`src/rtl/seg_pkg.sv`:
```
// Seven-segment pattern constants and reverse decode shared by the display encoder
// and the capture side. Bit order: seg[6]=a, seg[5]=b ... seg[0]=g, active-high.
package seg_pkg;

    localparam logic [6:0] SEG_0     = 7'b1111110;
    localparam logic [6:0] SEG_1     = 7'b0110000;
    localparam logic [6:0] SEG_2     = 7'b1101101;
    localparam logic [6:0] SEG_3     = 7'b1111001;
    localparam logic [6:0] SEG_4     = 7'b0110011;
    localparam logic [6:0] SEG_5     = 7'b1011011;
    localparam logic [6:0] SEG_6     = 7'b1011111;
    localparam logic [6:0] SEG_7     = 7'b1110000;
    localparam logic [6:0] SEG_8     = 7'b1111111;
    localparam logic [6:0] SEG_9     = 7'b1111011;
    localparam logic [6:0] SEG_9_ALT = 7'b1110011;
    localparam logic [6:0] SEG_A     = 7'b1110111;
    localparam logic [6:0] SEG_B     = 7'b0011111;
    localparam logic [6:0] SEG_C     = 7'b1001110;
    localparam logic [6:0] SEG_D     = 7'b0111101;
    localparam logic [6:0] SEG_E     = 7'b1001111;
    localparam logic [6:0] SEG_F     = 7'b1000111;

    // Returns {recognised, nibble}; any pattern outside the table (including blank) is unrecognised.
    function automatic logic [4:0] seg_to_hex(input logic [6:0] s);
        case (s)
            SEG_0:     return {1'b1, 4'h0};
            SEG_1:     return {1'b1, 4'h1};
            SEG_2:     return {1'b1, 4'h2};
            SEG_3:     return {1'b1, 4'h3};
            SEG_4:     return {1'b1, 4'h4};
            SEG_5:     return {1'b1, 4'h5};
            SEG_6:     return {1'b1, 4'h6};
            SEG_7:     return {1'b1, 4'h7};
            SEG_8:     return {1'b1, 4'h8};
            SEG_9:     return {1'b1, 4'h9};
            SEG_9_ALT: return {1'b1, 4'h9};
            SEG_A:     return {1'b1, 4'hA};
            SEG_B:     return {1'b1, 4'hB};
            SEG_C:     return {1'b1, 4'hC};
            SEG_D:     return {1'b1, 4'hD};
            SEG_E:     return {1'b1, 4'hE};
            SEG_F:     return {1'b1, 4'hF};
            default:   return 5'b0_0000;
        endcase
    endfunction

endpackage

```
`src/rtl/seg_pattern_decode.sv`:
```
// Combinational lookup of a seven-segment pattern back to its hex nibble.
module seg_pattern_decode
    import seg_pkg::*;
(
    input  logic [6:0] seg,
    output logic       recognised,
    output logic [3:0] nibble
);

    always_comb begin
        {recognised, nibble} = seg_to_hex(seg);
    end

endmodule

```
`src/rtl/seg_scan_capture.sv`:
```
// Samples a multiplexed seven-segment bus, waits for a stable scan slot and
// rebuilds the displayed hex digits, flagging unrecognised patterns.
module seg_scan_capture
    import seg_pkg::*;
#(
    parameter int DIGITS        = 4,
    parameter int STABLE_CYCLES = 4
) (
    input  logic                  clk,
    input  logic                  rst_n,
    input  logic [DIGITS-1:0]     dig_sel,
    input  logic [6:0]            seg,
    output logic [4*DIGITS-1:0]   value,
    output logic [DIGITS-1:0]     digit_valid,
    output logic                  frame_valid,
    output logic                  err,
    output logic [2:0]            err_digit
);

    localparam int SW = DIGITS + 7;
    localparam int CW = $clog2(STABLE_CYCLES + 1);
    localparam logic [CW-1:0] CMAX = CW'(STABLE_CYCLES);

    logic [SW-1:0]       s1, s2;
    logic [CW-1:0]       cnt, cnt_nxt;
    logic                accept;
    logic [DIGITS-1:0]   dig;
    logic [6:0]          pat;
    logic                rec;
    logic [3:0]          nib;
    logic [4*DIGITS-1:0] value_nxt;
    logic [DIGITS-1:0]   dv_nxt;
    logic                frame_nxt;
    logic                err_nxt;
    logic [2:0]          err_digit_nxt;

    assign dig = s2[SW-1:7];
    assign pat = s2[6:0];

    always_ff @(posedge clk or negedge rst_n) begin
        if (!rst_n) begin
            s1 <= '0;
            s2 <= '0;
        end else begin
            s1 <= {dig_sel, seg};
            s2 <= s1;
        end
    end

    // s1 is the value s2 takes next, so a mismatch means s2 is about to change;
    // this lets the accept land STABLE_CYCLES edges after s2 first holds the pattern.
    always_comb begin
        if (s1 != s2)
            cnt_nxt = '0;
        else if (cnt == CMAX)
            cnt_nxt = cnt;
        else
            cnt_nxt = cnt + CW'(1);
    end

    assign accept = (cnt_nxt == CMAX) && (cnt != CMAX);

    always_ff @(posedge clk or negedge rst_n) begin
        if (!rst_n)
            cnt <= '0;
        else
            cnt <= cnt_nxt;
    end

    seg_pattern_decode u_decode (
        .seg        (pat),
        .recognised (rec),
        .nibble     (nib)
    );

    // Zero or multi-hot strobes are scan transitions and are ignored silently.
    always_comb begin
        value_nxt     = value;
        dv_nxt        = digit_valid;
        err_nxt       = 1'b0;
        err_digit_nxt = err_digit;
        frame_nxt     = 1'b0;
        if (accept && $onehot(dig)) begin
            for (int i = 0; i < DIGITS; i++) begin
                if (dig[i]) begin
                    if (rec) begin
                        value_nxt[4*i +: 4] = nib;
                        dv_nxt[i]           = 1'b1;
                    end else begin
                        dv_nxt[i]     = 1'b0;
                        err_nxt       = 1'b1;
                        err_digit_nxt = 3'(i);
                    end
                end
            end
            frame_nxt = rec && dig[DIGITS-1] && (&dv_nxt);
        end
    end

    always_ff @(posedge clk or negedge rst_n) begin
        if (!rst_n) begin
            value       <= '0;
            digit_valid <= '0;
            frame_valid <= 1'b0;
            err         <= 1'b0;
            err_digit   <= '0;
        end else begin
            value       <= value_nxt;
            digit_valid <= dv_nxt;
            frame_valid <= frame_nxt;
            err         <= err_nxt;
            err_digit   <= err_digit_nxt;
        end
    end

endmodule

```
`config.mk`:
```
export PLATFORM = sky130hd
export DESIGN_NAME = seg_scan_capture
export DESIGN_NICKNAME = d
export VERILOG_FILES = /design/src/rtl/seg_pkg.sv /design/src/rtl/seg_pattern_decode.sv /design/src/rtl/seg_scan_capture.sv
export SDC_FILE = /design/constraint.sdc
export NUM_CORES = 1
export LEC_CHECK = 0
export CAP_MARGIN = 20
export CORE_MARGIN = 2
export CORE_UTILIZATION = 56
export CTS_CLUSTER_DIAMETER = 120
export DETAILED_ROUTE_END_ITERATION = 8
export GPL_TIMING_DRIVEN = 0
export PLACE_DENSITY_LB_ADDON = 0.08
export SLEW_MARGIN = 30
export SYNTH_ARGS = -nofsm -noshare
export SYNTH_HDL_FRONTEND = slang
export SYNTH_SLANG_ARGS = --single-unit
```
`constraint.sdc`:
```
create_clock -name clk -period 9.1 [get_ports clk]
set_clock_uncertainty 0.15 [all_clocks]
set_input_delay 0.91 -clock clk [delete_from_list [all_inputs] [get_ports clk]]
set_output_delay 0.91 -clock clk [all_outputs]
set_load 0.01 [all_outputs]
```
==> flow_summary_export.csv <==
group,metric,value,unit
sta,final.min_clock_period,3.74,ns
sta,hold_viol,0,
sta,fin_setup_tns,0,ns
yosys,seq_area_frac_synth,0.552,
detailed_routing,viasPerCell,5.58,
yosys,synth_cells,201,
placement,hpwl,3.39,mm
grt,grt-ovfl-total,0,
clock_network,clkTransAtPathRegs,0.08,ns
die,dieArea,0.00457,sq mm
setup_path,crit_family,"simple AND/OR/NAND/NOR gates",
yosys,yosysWarningCount,0,
sta,setup_viol,0,
sta,rsz0062_at_grt,"no",
detailed_routing,drtPass1Iterations,4,
grt,grt_max_degree,51,
grt,grt_pass1_wl,7.58,mm
detailed_routing,drtIter0Drc,101,
clock_network,numCtsBuffers,5,
grt,antenna_found_initial,0,
detailed_routing,drt_wl_total,4.65,mm
setup_path,crit_fanout,5,
yosys,syn_area,0.00226,sq mm
final_layout,post-route-util,0.703,
sta,tightestPinTransition,0.719,ns
die,die_y,67.6,um
die,die_width,67.6,um
final_layout,drive_above_1_share,0.0857,
yosys,synth_edf_count,0,
placement,portBuffers,37,
yosys,ys_seq_elements,50,
sta,relSlewSlack,0.516,
final_layout,nFillCells,306,
min_path,hp-class,"flip-flop to flip-flop",
yosys,dominantRegCellSynth,"dfrtp_1",
yosys,avgSynthCellArea,11.3,sq um
clock_network,clockBufferDepth,2,
final_layout,nNetsFinal,263,
detailed_routing,vias,1647,
setup_path,cp.required,9.13,ns
clock_network,clock_sinks,50,
setup_path,arrival,3.77,ns
clock_network,clk_latency,0.29,ns
placement,place.gp.congestion,0.797,
yosys,synthArstFlopShare,1.00,
outcome,status,"completed",
setup_path,worst-path-buf-inv,2,
sta,min_period_over_period,0.411,
pwr,power_density,139,mW/mm^2
clock_network,cts_hold_buffers,0,
clock_network,cts-root-buf,"clkbuf_8",
setup_path,slowest_delay,0.59,ns
die,coreArea,0.00394,sq mm
setup_path,crit_chain,"inv_1, fa_1, inv_1, ha_1, ha_1, nor3_1, o2111ai_1, nor4_1, nand2_1, a21oi_2, mux2_1",
die,start_util,0.574,
grt,grt_pass1_vias,1602,
setup_path,end_kind,"flip-flop",
die,ios,38,
die,rows,23,
pwr,peakVddDrop,0.122,mV
placement,dp_cells,288,
setup_path,worstSetupPathType,"flip-flop to flip-flop",
final_layout,area_growth,22.4,%
yosys,synth_cell_types,45,
detailed_routing,antenna_left,0,
grt,grt.total_usage,0.228,
final_layout,final_cells,295,
clock_network,cts_tree,"done",
sta,holdWs,0.245,ns
clock_network,post_cts_buffers,0,
detailed_routing,wire_per_inst,15.7,um
flow_run,max_cap_viol_count,0,
yosys,synth_nets,219,
clock_network,cts-resized-gates,0,
sta,max_freq,0.267,GHz
setup_path,cpMaxStageDelayCell,"nor4_1",
sta,finalMaxSlewViolations,0,
detailed_routing,drc,0,
pwr,power.leakage,1.20,nW
clock_network,htree_levels,2,
setup_path,start_kind,"flip-flop",
final_layout,n_antenna_cell,0,
## layout make-up
| class | count | area [sq um] | area share |
|---|---|---|---|
| multi-input cells | 130 | 917 | 0.331 |
| clock buffers | 7 | 76.3 | 0.0275 |
| repair buffers | 37 | 368 | 0.133 |
| well taps | 50 | 62.6 | 0.0226 |
| flip-flops and latches | 50 | 1250 | 0.451 |
| plain buffers | 8 | 47.5 | 0.0172 |
| inverters | 13 | 48.8 | 0.0176 |
## cells by family (layout without fill, tap and decap cells)
family / Yosys count / in the layout / share of synthesized area
and+or+nand+nor: 59 / 59 / 0.143
AOI/OAI and AO/OA: 41 / 41 / 0.119
adders and majority gates: 5 / 5 / 0.0309
DFF: 50 / 50 / 0.552
muxes: 13 / 13 / 0.0652
buffers and inverters: 21 / 65 / 0.0425
xor gates and xnor gates: 12 / 12 / 0.0464
## worst register-to-register path, stage by stage, from the launching register on
cell and delay [ns]:
dfrtp_1 0.46, inv_1 0.13, fa_1 0.52, inv_1 0.05
ha_1 0.18, ha_1 0.27, nor3_1 0.19, o2111ai_1 0.20
nor4_1 0.59, nand2_1 0.23, a21oi_2 0.30, mux2_1 0.36
## synthesized netlist by cell type (2+ instances only)
cell | n | area, sq um
a21o_1 | 3 | 22.5
a21oi_1 | 3 | 15.0
a21oi_2 | 3 | 26.3
a31oi_1 | 3 | 18.8
buf_2 | 5 | 25.0
dfrtp_1 | 50 | 1250
ha_1 | 4 | 50.1
inv_1 | 13 | 48.8
mux2_1 | 6 | 67.6
mux2_4 | 2 | 30.0
mux2i_1 | 5 | 50.1
nand2_1 | 13 | 48.8
nand2b_1 | 3 | 18.8
nand3_1 | 3 | 15.0
nand4_1 | 3 | 18.8
nor2_1 | 10 | 37.5
nor2b_1 | 5 | 31.3
nor3_1 | 5 | 25.0
nor3b_1 | 3 | 22.5
nor4_1 | 3 | 18.8
o21ai_0 | 16 | 80.1
o22ai_1 | 4 | 25.0
or3_1 | 2 | 12.5
or4b_1 | 2 | 20.0
xnor2_1 | 12 | 105
## path summary, 6_finish.rpt
check | from | end | slack [ns] | cells past startpoint
max | s2[8] | value[8] | 5.36 | 11
min in group asynchronous | rst_n | s2[9] | 0.48 | 1
max in group asynchronous | rst_n | value[3] | 7.91 | 1
max reg2reg | s2[8] | value[8] | 5.36 | 11
min | s1[3] | s2[3] | 0.24 | 0
min reg2reg | s1[3] | s2[3] | 0.24 | 0
## per-stage QoR
| step | setup WS, ns | area [sq um] | power, mW |
|---|---|---|---|
| global placement | 5.63 | 2700 | 0.270 |
| global route | 5.19 | 2770 | 0.403 |
| finish | 5.36 | 2770 | 0.384 |
| floorplan | 6.07 | 2260 | 0.255 |
| detailed placement | 5.47 | 2700 | 0.271 |
| CTS | 5.35 | 2770 | 0.388 |
## cells in the final DEF (no fill, tap or decap), drive strengths merged, types with 4 or more instances in the layout
cell,netlist,final
a21o,4,4
a21oi,6,6
buf,7,8
clkbuf,1,8
clkdlybuf4s50,0,36
dfrtp,50,50
ha,4,4
inv,13,13
mux2,8,8
mux2i,5,5
nand2,13,13
nor2,10,10
nor2b,5,5
nor3,5,5
o21ai,17,17
o22ai,4,4
xnor2,12,12
## per-layer routing
layer	vias up	track usage	share of wire
met4	0	0.0893	0.0099
met2	43	0.381	0.51
met3	6	0.0450	0.037
met1	812	0.290	0.44
li1	786	-	-
met5	-	0	0
## report_power, final
part	internal, mW	switching, mW
combinational	0.0151	0.0200
clock	0.0530	0.0643
sequential	0.227	0.00484
total	0.295	0.0891
## state kept, by name (all words and copies together) (netlist names)
name         flops
s2              11
err              1
err_digit        3
frame_valid      1
cnt              3
s1              11
value           16
digit_valid      4
(Power assumes the default switching activity.)
